[src/rtl/dmem_loader_pkg.sv]
// dmem_loader_pkg: constants and FSM state type shared by the data-memory
// loader, the CPU and the DMEM.
//   DMEM_NWORDS : number of preset words loaded at boot
//   DMEM_AW     : DMEM address width
//   DMEM_DW     : DMEM data width
//   state_t     : loader FSM states
package dmem_loader_pkg;

    localparam int DMEM_NWORDS = 8;
    localparam int DMEM_AW     = 3;
    localparam int DMEM_DW     = 8;

    typedef enum logic [2:0] {
        IDLE,
        WRITE,
        RD,
        CMP,
        DONE,
        ERROR
    } state_t;

endpackage

[src/rtl/dmem_loader.sv]
// dmem_loader: boot-time data-memory initialiser. On start it snapshots the
// eight preset bytes, writes them to DMEM addresses 0..7, optionally reads
// them back and compares, and holds the CPU stalled until a good load ends.
// Ports:
//   clk, rst        clock, asynchronous active-high reset
//   start           single-cycle load request
//   D0..D7          preset bytes
//   mem_addr/mem_wdata/mem_we  DMEM write/read port
//   mem_rdata       DMEM read data (one cycle after mem_addr)
//   cpu_hold        CPU stall, released only on DONE
//   busy            high in WRITE, RD and CMP
//   done, err       successful completion / verify mismatch
//   err_addr        address of the first mismatching word
module dmem_loader
    import dmem_loader_pkg::*;
#(
    parameter int NWORDS = DMEM_NWORDS,
    parameter int AW     = DMEM_AW,
    parameter int DW     = DMEM_DW,
    parameter bit VERIFY = 1'b1
) (
    input  logic          clk,
    input  logic          rst,
    input  logic          start,
    input  logic [DW-1:0] D0,
    input  logic [DW-1:0] D1,
    input  logic [DW-1:0] D2,
    input  logic [DW-1:0] D3,
    input  logic [DW-1:0] D4,
    input  logic [DW-1:0] D5,
    input  logic [DW-1:0] D6,
    input  logic [DW-1:0] D7,
    output logic [AW-1:0] mem_addr,
    output logic [DW-1:0] mem_wdata,
    output logic          mem_we,
    input  logic [DW-1:0] mem_rdata,
    output logic          cpu_hold,
    output logic          busy,
    output logic          done,
    output logic          err,
    output logic [AW-1:0] err_addr
);

    localparam logic [AW-1:0] LAST = AW'(NWORDS - 1);

    state_t        state, state_n;
    logic [AW-1:0] k, k_n;
    logic [DW-1:0] snap   [NWORDS];
    logic [DW-1:0] snap_n [NWORDS];
    logic [DW-1:0] din    [NWORDS];
    logic          bad_seen, bad_seen_n;
    logic [AW-1:0] err_addr_n;
    logic [AW-1:0] cmp_idx;
    logic          mismatch;

    logic [AW-1:0] mem_addr_n;
    logic [DW-1:0] mem_wdata_n;
    logic          mem_we_n, cpu_hold_n, busy_n, done_n, err_n;

    always_comb begin
        din         = '{D0, D1, D2, D3, D4, D5, D6, D7};
        state_n     = state;
        k_n         = k;
        snap_n      = snap;
        bad_seen_n  = bad_seen;
        err_addr_n  = err_addr;

        // Read data lags the address by one cycle, so RD cycle k checks
        // word k-1 and the CMP drain cycle checks the last word.
        cmp_idx  = (state == CMP) ? LAST : k - AW'(1);
        mismatch = ((state == RD && k != '0) || state == CMP) &&
                   (mem_rdata != snap[cmp_idx]);

        unique case (state)
            IDLE, DONE, ERROR: begin
                if (start) begin
                    state_n    = WRITE;
                    k_n        = '0;
                    snap_n     = din;
                    bad_seen_n = 1'b0;
                    err_addr_n = '0;
                end
            end
            WRITE: begin
                if (k == LAST) begin
                    k_n     = '0;
                    state_n = VERIFY ? RD : DONE;
                end else begin
                    k_n = k + AW'(1);
                end
            end
            RD: begin
                if (k == LAST) state_n = CMP;
                else           k_n     = k + AW'(1);
            end
            CMP: begin
                state_n = (bad_seen || mismatch) ? ERROR : DONE;
            end
            default: state_n = IDLE;
        endcase

        if (mismatch && !bad_seen) begin
            bad_seen_n = 1'b1;
            err_addr_n = cmp_idx;
        end

        // Outputs are decoded from the next state and registered, so every
        // output comes straight from a flop.
        mem_we_n    = (state_n == WRITE);
        mem_addr_n  = (state_n == WRITE || state_n == RD) ? k_n : '0;
        mem_wdata_n = (state_n == WRITE) ? snap_n[k_n] : '0;
        busy_n      = (state_n == WRITE || state_n == RD || state_n == CMP);
        done_n      = (state_n == DONE);
        err_n       = (state_n == ERROR);
        cpu_hold_n  = (state_n != DONE);
    end

    always_ff @(posedge clk or posedge rst) begin
        if (rst) begin
            state     <= IDLE;
            k         <= '0;
            snap      <= '{default: '0};
            bad_seen  <= 1'b0;
            err_addr  <= '0;
            mem_addr  <= '0;
            mem_wdata <= '0;
            mem_we    <= 1'b0;
            cpu_hold  <= 1'b1;
            busy      <= 1'b0;
            done      <= 1'b0;
            err       <= 1'b0;
        end else begin
            state     <= state_n;
            k         <= k_n;
            snap      <= snap_n;
            bad_seen  <= bad_seen_n;
            err_addr  <= err_addr_n;
            mem_addr  <= mem_addr_n;
            mem_wdata <= mem_wdata_n;
            mem_we    <= mem_we_n;
            cpu_hold  <= cpu_hold_n;
            busy      <= busy_n;
            done      <= done_n;
            err       <= err_n;
        end
    end

endmodule

[config.mk]
export PLATFORM = sky130hd
export DESIGN_NAME = dmem_loader
export DESIGN_NICKNAME = d
export VERILOG_FILES = /design/src/rtl/dmem_loader_pkg.sv /design/src/rtl/dmem_loader.sv
export SDC_FILE = /design/constraint.sdc
export NUM_CORES = 1
export LEC_CHECK = 0
export ABC_AREA = 1
export CAP_MARGIN = 20
export CORE_AREA = 2 2 103 105
export DETAILED_ROUTE_END_ITERATION = 6
export DIE_AREA = 0 0 105 107
export PLACE_DENSITY = 0.8
export SLEW_MARGIN = 20
export SYNTH_ARGS = -nofsm -noshare
export SYNTH_HDL_FRONTEND = slang
export SYNTH_SLANG_ARGS = --single-unit
[constraint.sdc]
create_clock -name clk -period 3.8 [get_ports clk]
set_clock_uncertainty 0.15 [all_clocks]
set_input_delay 0.57 -clock clk [delete_from_list [all_inputs] [get_ports clk]]
set_output_delay 0.57 -clock clk [all_outputs]
set_load 0.01 [all_outputs]
==> results.md, run 1 <==
* Drt first-iter violations at 310
* #FFs+latches synth at 90
* Part of the power in the clock network at 0.113
* Sw Share at 0.503
* Fillers at 911
* Routed len/inst at 16.2 um
* Port Buffer Count at 93
* CTS resizes at 0
* Mux share of post-synthesis cell area at 0.0300
* DP HPWL at 10200 um
* Sw power at 0.00327 W
* Clock Path Buffers at 2
* Hold Path Depth at 2
* FMAX at 0.337 GHz
* Post-placement cell area at 6320 um^2
* Post-synth EDFFs at 0
* Compound-Gate Fraction of Synth Area at 0.147
* Sequential share of power at 0.252
* Distinct cell type count after synthesis at 32
* Layout cell share with drive strength beyond 1 at 0.0915
* Final hold vios at 0
* DR vias at 5175
* Most frequent cells in the layout: nand2_1 (157), inv_1 (115), o21ai_0 (95)
* Simple logic cell fraction of the synthesized area at 0.258
* Clock transition at path regs at 0.09 ns
* Crit share post-route at 0.780
* First-pass GRT wire length at 24600 um
* Die ar. at 11200 um^2
* DR vias/cell at 5.54
* Most common cell after layout, fill and taps aside: nand2_1
* CP Depth at 12
* Slowest cell delay on critical path at 0.51 ns
* Vias in the first global route at 5201
* Critical path arrival at 3.09 ns
* Core area at 10100 um^2
* TritonCTS clock tree: built
* Primary FF master, synth: dfrtp_1
* Synth Net Count at 796
* # setup viols final at 0
* Design Area, Final at 6540 um^2
* Clk Latency, worst-skew pair at 0.38 ns
* XOR/XNOR share of the synthesized area at 0
* Chip height at 107 um
* Setup TNS at 0 ns
* Register-to-Register Path Depth at 12
* Slew Limit Fails at 0
* Final WL at 15100 um
* Pint at 0.00322 W
* Synth-to-layout area growth at 22.3%
* Remaining global-route overflow at 0
* Actual slew at the worst max-slew pin at 0.813 ns
* Largest family of logic cells by synthesized area: simple AND/OR/NAND/NOR gates
* I/O Pins at 94
* FP Rows at 37
* Worst setup SP type: flip-flop
* RSZ-0062 raised after global routing: false
* Cells along the critical path: ha_1, ha_1, inv_1, ha_1, o21ai_0, inv_1, o21ai_4, buf_4, o21ai_0, a21oi_1, o21ai_0, a21oi_1
* Count of warnings emitted by yosys at 0
* Initial antenna violation count at 0
* Power share of the combinational group at 0.635
* Max-slew headroom at 0.458
* Placer Congestion at 0.842
* Minimum clock period at 2.96 ns
* Synth Instances at 715
* Largest net degree at the start of global routing at 67
* All-Layer GR Usage at 0.280
* Worst path top cell family by delay: compound AO/OA/AOI/OAI gates
* N_diodes at 0
* Clk Tree Root Cell: clkbuf_8
* Starting Density at 0.530
* DIE WIDTH at 105 um
* Crit. End Element: flip-flop
* Layout net count at 874
* Avg Inst Size Synth at 7.47 um^2
* Post-synthesis adder-cell area fraction at 0.0140
* Crit-path max FO at 66
* Detail Route Antenna Nets at 0
* CP max stage cell: buf_4
* Sink Count at 90
* Post-route DRC at 0
* Pleak at 3.18 nW
* Synth async-reset ratio at 1.00
* Worst path bufs/invs at 3
* Register area share after synthesis at 0.422
* # Max-Cap Violations at 0
* Total CTS buffers at 9
* Hold buffers post-CTS at 0
* Worst Path Class, Setup: reg -> reg
* Hold WC Path Type: reg -> reg
* Worst VDD drop at 459 uV
* Total power at 0.00649 W
* Htree depth at 3
* P per Cell Area at 993 nW/um^2
* Worst Path Required at 3.93 ns
* First drt pass iteration count at 5
* Synthesized area at 5340 um^2
* Post-CTS Setup Bufs at 0
* Status: complete, no violations
-- cell families after synthesis --
family,Yosys count
fa+ha+maj,6
buf+inv,157
compound gates,151
simple gates,295
flops,90
mux,16
-- flip-flops by register name, summed over array words and instances, names as in the netlist --
| signal | flops |
|---|---|
| state | 3 |
| busy | 1 |
| err_addr | 3 |
| done | 1 |
| err | 1 |
| snap | 64 |
| k | 3 |
| mem_we | 1 |
| mem_wdata | 8 |
| bad_seen | 1 |
| cpu_hold | 1 |
| mem_addr | 3 |
-- power groups by stage --
stage,registers (W),clock network (W),logic [W]
2_1_floorplan,0.00163,0,0.00300
3_3_place_gp,0.00163,0,0.00389
3_5_place_dp,0.00165,0,0.00403
4_1_cts,0.00163,0.000742,0.00406
5_1_grt,0.00168,0.000769,0.00463
6_report,0.00163,0.000733,0.00412
-- routing by layer --
metal / track usage / up-vias / wire length (um)
met3: 0.0383 / 58 / 1230
met1: 0.345 / 2415 / 5970
met4: 0.174 / 0 / 664
met5: 0 / - / 0
li1: - / 2434 / -
met2: 0.467 / 268 / 7260
-- per-stage QoR --
step                      utilization  worst slack (ns)  cells  hold slack (ns)
after floorplan                     -             0.746    715            0.312
after global placement          0.626             0.964    918            0.332
after detailed placement        0.626             0.902    918            0.344
after CTS                       0.648             0.878    934            0.365
after global routing            0.648             0.587    934            0.395
final                           0.648             0.837    934            0.369
-- worst min-delay path, cell delays in order (launching register included) --
cell and delay [ns]:
dfrtp_1 0.36, nand3_1 0.07, o21ai_0 0.06
-- path summary, 6_finish.rpt --
path	slack, ns	end	from
max reg2reg	0.84	mem_wdata[1]	k[1]
max	0.84	mem_wdata[1]	k[1]
min in group asynchronous	0.48	mem_we	rst
min	0.37	err_addr[1]	err_addr[1]
max in group asynchronous	2.27	cpu_hold	rst
min reg2reg	0.37	err_addr[1]	err_addr[1]
-- cell type report --
type | count | area (um^2) | share of cell area
clock buffer | 10 | 128 | 0.0195
timing repair buffer | 103 | 1030 | 0.158
sequential | 90 | 2250 | 0.345
inverter | 121 | 455 | 0.0697
multi-input combinational | 468 | 2410 | 0.368
tap | 136 | 170 | 0.0260
clock inverter | 6 | 91.3 | 0.0140
-- Yosys cell counts (all sizes together) (2+ instances only) --
| cell type | count | area [um^2] |
|---|---|---|
| nor2 | 14 | 92.6 |
| nand3b | 3 | 22.5 |
| nand4 | 2 | 12.5 |
| or2 | 18 | 113 |
| dfrtp | 89 | 2230 |
| buf | 31 | 216 |
| inv | 121 | 454 |
| nand3 | 93 | 493 |
| clkbuf | 5 | 20.0 |
| a21oi | 44 | 231 |
| nand2 | 164 | 638 |
| ha | 6 | 75.1 |
| o21ai | 103 | 523 |
| mux2i | 16 | 160 |
| o211ai | 3 | 22.5 |
Power figures use the tool's default switching activity.
==> inputs of run 2 (changes only) <==
- clock period: 3.8 -> 3 ns (I/O delays scaled with it)
==> run 2 against run 1 <==
Sequential power grew 28%. Critical path type unchanged. Fmax is 5.2% higher. Global-route usage shrank 0.24 points. Register-to-register slack got worse by 0.65 ns. Highest routed layer unchanged. Via count up 2.3%. Wire length grew 2.1%. Clock power increased by 8.7%. Worst setup slack worse by 0.65 ns. First-iteration DRC count increased by 48%. Cell area grew 1.8%. Worst hold slack worse by 0.018 ns. Die area unchanged.
==> results.md, run 2 (synthesis gave the netlist of run 1 again) <==
* Design Area, Final at 6650 um^2 (+1.8%)
* DR vias at 5296 (+2.3%)
* Pleak at 3.27 nW (+2.6%)
* Drt first-iter violations at 459 (+48%)
* FP Rows at 37 (unchanged)
* Starting Density at 0.530 (unchanged)
* DIE WIDTH at 105 um (unchanged)
* Chip height at 107 um (unchanged)
* Worst VDD drop at 527 uV (+15%)
* Clk Latency, worst-skew pair at 0.37 ns (about the same)
* Detail Route Antenna Nets at 0 (unchanged)
* Reg with most FFs: snap
* Slew Limit Fails at 0 (unchanged)
* Crit-path max FO at 14 (-79%)
* Hold WC Path Type: in -> async
* P per Cell Area at 1270 nW/um^2 (+28%)
* First drt pass iteration count at 5 (unchanged)
* Fillers at 861 (-5.5%)
* Status: complete, no violations
* Worst path top cell family by delay: compound AO/OA/AOI/OAI gates
* # Max-Cap Violations at 0 (unchanged)
* Htree depth at 3 (unchanged)
* RR Startpoint: k[0]
* CP max stage cell: dfrtp_1
* Die ar. at 11200 um^2 (unchanged)
* Layout cell share with drive strength beyond 1 at 0.110 (+0.0190)
* Worst path bufs/invs at 3 (unchanged)
* Crit. End Element: flip-flop
* Core area at 10100 um^2 (unchanged)
* Minimum clock period at 2.82 ns (-0.146 ns)
* Largest regs: snap x64, mem_wdata x8
* Largest register FFs at 64 (unchanged)
* Clock Path Buffers at 2 (unchanged)
* Final WL at 15500 um (+2.1%)
* CP Depth at 12 (unchanged)
* Synth-to-layout area growth at 24.5%
* Actual slew at the worst max-slew pin at 0.735 ns (-0.0776 ns)
* Max-slew headroom at 0.509 (+0.0512)
* Final hold vios at 0 (unchanged)
* DR vias/cell at 5.57 (+0.51%)
* Final setup margin at 0.182 ns (-0.654 ns)
* Post-placement cell area at 6400 um^2 (+1.4%)
* All-Layer GR Usage at 0.278 (-0.00242)
* Cell count after placement at 928 (+1.1%)
* Routed len/inst at 16.2 um (+0.29%)
* Total CTS buffers at 9 (unchanged)
* # setup viols final at 0 (unchanged)
* FMAX at 0.355 GHz (+5.2%)
* Setup TNS at 0 ns (unchanged)
* Largest net degree at the start of global routing at 43 (-36%)
* DP HPWL at 10600 um (+4.0%)
* Cells along the critical path: ha_1, ha_1, inv_1, ha_1, o21ai_0, inv_1, o21ai_4, buf_4, o21ai_0, a21oi_1, o21ai_0, a21oi_1
* Most common cell after layout, fill and taps aside: nand2_1
* Clk Tree Root Cell: clkbuf_8
* Reg2Reg Setup Slack at 0.18 ns (-0.65 ns)
* Slowest cell delay on critical path at 0.45 ns (-0.06 ns)
* Worst Path Class, Setup: reg -> reg
* Placer Congestion at 0.906 (+7.6%)
* Post-route DRC at 0 (unchanged)
* Most frequent cells in the layout: nand2_1 (157), inv_1 (115), o21ai_0 (95)
* Crit share post-route at 0.939 (+0.159)
* Setup crit end: mem_wdata[2]
* TritonCTS clock tree: built
* Final non-filler cell total at 951 (+1.8%)
* First-pass GRT wire length at 24600 um (+0.25%)
* I/O Pins at 94 (unchanged)
* N_diodes at 0 (unchanged)
* Remaining global-route overflow at 0 (unchanged)
* Final hold slack at 0.351 ns (-0.0180 ns)
* Setup WS pre-CTS at 0.164 ns (-0.738 ns)
* Clock transition at path regs at 0.09 ns (about the same)
* Register-to-Register Path Depth at 12 (unchanged)
* Worst Setup SP: k[0]
* Sink Count at 90 (unchanged)
* Worst setup SP type: flip-flop
* RR Endpoint: mem_wdata[2]
* RSZ-0062 raised after global routing: false
* Vias in the first global route at 5246 (+0.87%)
* Initial antenna violation count at 0 (unchanged)
* Critical path arrival at 2.95 ns (-0.14 ns)
* Port Buffer Count at 93 (unchanged)
* Layout net count at 891 (+1.9%)
* Worst Path Required at 3.13 ns (-0.80 ns)
[run 2: changes by cell type in the layout (fill, tap and decap cells not counted)]
| cell | before | now |
|---|---|---|
| o21ai_2 | 1 | 2 |
| clkinvlp_4 | 3 | 1 |
| clkinv_2 | 1 | 3 |
| buf_12 | 2 | 4 |
| clkbuf_8 | 9 | 11 |
| bufinv_16 | 2 | 0 |
| buf_4 | 8 | 22 |
[run 2: area by class of cell]
class | instances | area, um^2 | share of cell area
Tap cell | 136 | 170 | 0.0256
Clock inverter | 4 | 26.3 | 0.00395
Multi-Input combinational cell | 469 | 2420 | 0.363
Clock buffer | 12 | 155 | 0.0233
Sequential cell | 90 | 2250 | 0.339
Inverter | 121 | 455 | 0.0685
Timing Repair Buffer | 119 | 1180 | 0.177
[run 2: routing by layer]
layer  share of wire  wire, um  global-route usage  vias up
met1            0.41      6310               0.352     2489
met2            0.48      7480               0.459      275
met5               0         0                   0        -
met3           0.068      1050              0.0377       52
met4           0.039       600               0.158        0
li1                -         -                   -     2480
[run 2: worst register-to-register path: stages, from the launching register on]
cell	delay (ns)
dfrtp_1	0.45
ha_1	0.24
ha_1	0.20
inv_1	0.12
ha_1	0.24
o21ai_0	0.15
inv_1	0.13
o21ai_4	0.22
buf_4	0.25
o21ai_0	0.10
a21oi_1	0.19
o21ai_0	0.10
a21oi_1	0.17
[run 2: how the worst min path moves through the flow]
stage	from	end	cells after the start
6_report	rst	mem_we	2
3_5_place_dp	snap[62]	snap[62]	2
3_3_place_gp	snap[62]	snap[62]	2
5_1_grt	snap[62]	snap[62]	2
2_1_floorplan	snap[30]	snap[30]	2
4_1_cts	rst	snap[35]	2
[run 2: where the power goes]
part	switching [W]	leakage [nW]	internal [W]	total, W
clock network	0.000451	0.0924	0.000346	0.000797
logic	0.00350	2.13	0.00206	0.00557
registers	0.000299	1.04	0.00179	0.00209
total	0.00425	3.27	0.00420	0.00845
[run 2: metrics by stage]
stage               utilization  power, W
floorplan                     -   0.00586
global placement          0.635   0.00713
detailed placement        0.635   0.00735
CTS                       0.653   0.00815
global route              0.659   0.00914
finish                    0.659   0.00845
[run 2: timing repair]
action	4_1_cts	5_1_grt
hold buffers	0	0
resized for setup	0	0
setup buffers	0	6
hold endpoints to repair	0	0
setup endpoints to repair	0	9
==> inputs of run 3 (changes only) <==
--- a/config.mk
+++ b/config.mk
@@ -9,4 +9,5 @@
 export CAP_MARGIN = 20
 export CORE_AREA = 2 2 103 105
+export CTS_CLUSTER_DIAMETER = 100
 export DETAILED_ROUTE_END_ITERATION = 6
 export DIE_AREA = 0 0 105 107
==> constraint.sdc (replaced) <==
create_clock -name clk -period 3 [get_ports clk]
set_clock_uncertainty 0.15 [all_clocks]
set_input_delay 0.9 -clock clk [delete_from_list [all_inputs] [get_ports clk]]
set_output_delay 0.9 -clock clk [all_outputs]
set_load 0.01 [all_outputs]
==> run 3 against run 2 <==
Count of clock-buffer cells in the layout increased by 2. Largest cell class unchanged. Total power increased by 2.4%. Wire length decreased by 0.94%. Critical path depth increased by 4. Worst hold slack improved by 0.018 ns. Cell area increased by 1.7%. Global-route usage decreased by 0.36 points. Core utilization increased by 1.1 points.
==> results.md, run 3 (synthesis gave the netlist of run 1 again) <==
* Status: complete, no violations
* Routed len/inst at 16.0 um (-1.4%)
* DR vias/cell at 5.46 (-1.9%)
* Layout net count at 895 (+0.45%)
* Setup crit end: done
* RSZ-0062 raised after global routing: false
* Crit share post-route at 0.920 (-0.0193)
* DIE WIDTH at 105 um (unchanged)
* Clk Tree Root Cell: clkbuf_8
* Most common cell after layout, fill and taps aside: nand2_1
* Worst setup SP type: flip-flop
* # setup viols final at 0 (unchanged)
* Layout cell share with drive strength beyond 1 at 0.115 (+0.00434)
* I/O Pins at 94 (unchanged)
* Remaining global-route overflow at 0 (unchanged)
* Htree depth at 3 (unchanged)
* Core area at 10100 um^2 (unchanged)
* Largest regs: snap x64, mem_wdata x8
* Total CTS buffers at 9 (unchanged)
* DP HPWL at 10300 um (-3.2%)
* Setup WS pre-CTS at -0.00432 ns (-0.168 ns)
* Reg2Reg Setup Slack at 0.24 ns (+0.06 ns)
* Minimum clock period at 2.76 ns (-0.0580 ns)
* Total power at 0.00865 W (+2.4%)
* Die ar. at 11200 um^2 (unchanged)
* RR Startpoint: k[0]
* Clock transition at path regs at 0.09 ns (about the same)
* Sink Count at 90 (unchanged)
* Multi-input gate area in the final layout at 2410 um^2 (-0.36%)
* Fin util at 0.670 (+0.0112)
* DR vias at 5219 (-1.5%)
* Design Area, Final at 6770 um^2 (+1.7%)
* Final WL at 15300 um (-0.94%)
* Worst VDD drop at 663 uV (+26%)
* # Max-Cap Violations at 0 (unchanged)
* First-pass GRT wire length at 24200 um (-1.8%)
* Post-route DRC at 0 (unchanged)
* Hold buffers post-CTS at 0 (unchanged)
* Initial antenna violation count at 0 (unchanged)
* Reg with most FFs: snap
* Largest net degree at the start of global routing at 91 (+110%)
* Vias in the first global route at 5101 (-2.8%)
* Final hold vios at 0 (unchanged)
* Fillers at 832 (-3.4%)
* First drt pass iteration count at 5 (unchanged)
* FMAX at 0.362 GHz (+2.1%)
* Setup TNS at 0 ns (unchanged)
* Detail Route Antenna Nets at 0 (unchanged)
* Crit-path max FO at 19 (+5)
* Drt first-iter violations at 427 (-7.0%)
* Largest register FFs at 64 (unchanged)
* Actual slew at the worst max-slew pin at 0.519 ns (-0.216 ns)
* RR Endpoint: done
* Crit. End Element: flip-flop
* Chip height at 107 um (unchanged)
* Worst Setup SP: k[0]
* Port Buffer Count at 93 (unchanged)
* All-Layer GR Usage at 0.274 (-0.00364)
* N_diodes at 0 (unchanged)
* Slew Limit Fails at 0 (unchanged)
* Critical path arrival at 2.92 ns (-0.03 ns)
* Starting Density at 0.530 (unchanged)
* Register-to-Register Path Depth at 16 (+4)
* Pleak at 3.32 nW (+1.7%)
* FP Rows at 37 (unchanged)
* Final setup margin at 0.240 ns (+0.0580 ns)
* TritonCTS clock tree: built
* Worst Path Required at 3.16 ns (+0.03 ns)
* Clk Latency, worst-skew pair at 0.37 ns (about the same)
* Max-slew headroom at 0.653 (+0.144)
* Post-placement cell area at 6480 um^2 (+1.3%)
* Placer Congestion at 0.875 (-3.4%)
* P per Cell Area at 1280 nW/um^2 (+0.65%)
* Hold WC Path Type: reg -> reg
* Clock Path Buffers at 2 (unchanged)
* Synth-to-layout area growth at 26.6%
* Reg area at 2250 um^2 (unchanged)
* Worst Path Class, Setup: reg -> reg
* Most frequent cells in the layout: nand2_1 (157), inv_1 (114), o21ai_0 (95)
run 3: worst min-delay path by stage:
stage                         from        to  slack (ns)  depth (start not counted)
final                      snap[8]   snap[8]        0.37                          2
after floorplan           snap[30]  snap[30]        0.31                          2
after CTS                  snap[8]   snap[8]        0.36                          2
after global routing      snap[42]  snap[42]        0.39                          2
after detailed placement   snap[8]   snap[8]        0.34                          2
after global placement     snap[8]   snap[8]        0.33                          2
run 3: timing repair:
item,in CTS,in global routing
resized for setup,0,1
setup endpoints to repair,0,9
buffers inserted,0,3
run 3: area by class of cell:
type / count / area share
tap: 136 / 0.0252
inverter: 121 / 0.0677
clock inverter: 2 / 0.00518
timing repair buffer: 124 / 0.188
multi-input combinational: 468 / 0.356
clock buffer: 14 / 0.0255
sequential: 90 / 0.333
run 3: metal layers:
metal / routed length, um / vias up / track usage
li1: - / 2484 / -
met1: 6040 / 2401 / 0.335
met2: 7390 / 273 / 0.452
met3: 1120 / 61 / 0.0505
met4: 751 / 0 / 0.168
met5: 0 / - / 0
run 3: worst max-delay path, stage by stage (launching register included):
cell     delay, ns
dfrtp_1       0.43
inv_1         0.15
ha_1          0.18
inv_1         0.04
nand2_1       0.11
nand2_1       0.11
nor2_4        0.42
nand3_1       0.17
nand2_1       0.10
nand2_1       0.05
nand2_1       0.09
nand3_1       0.13
nor2_2        0.16
nand3_1       0.11
nand2_2       0.14
nand3_2       0.08
nor2_2        0.08
run 3: report_power, final:
group / switching, W / internal, W
logic: 0.00348 / 0.00220
clock network: 0.000430 / 0.000454
registers: 0.000298 / 0.00179
total: 0.00421 / 0.00444
run 3: stage by stage:
stage | instances | hold slack, ns
2_1_floorplan | 715 | 0.312
3_3_place_gp | 935 | 0.333
3_5_place_dp | 935 | 0.341
4_1_cts | 951 | 0.362
5_1_grt | 955 | 0.391
6_report | 955 | 0.369
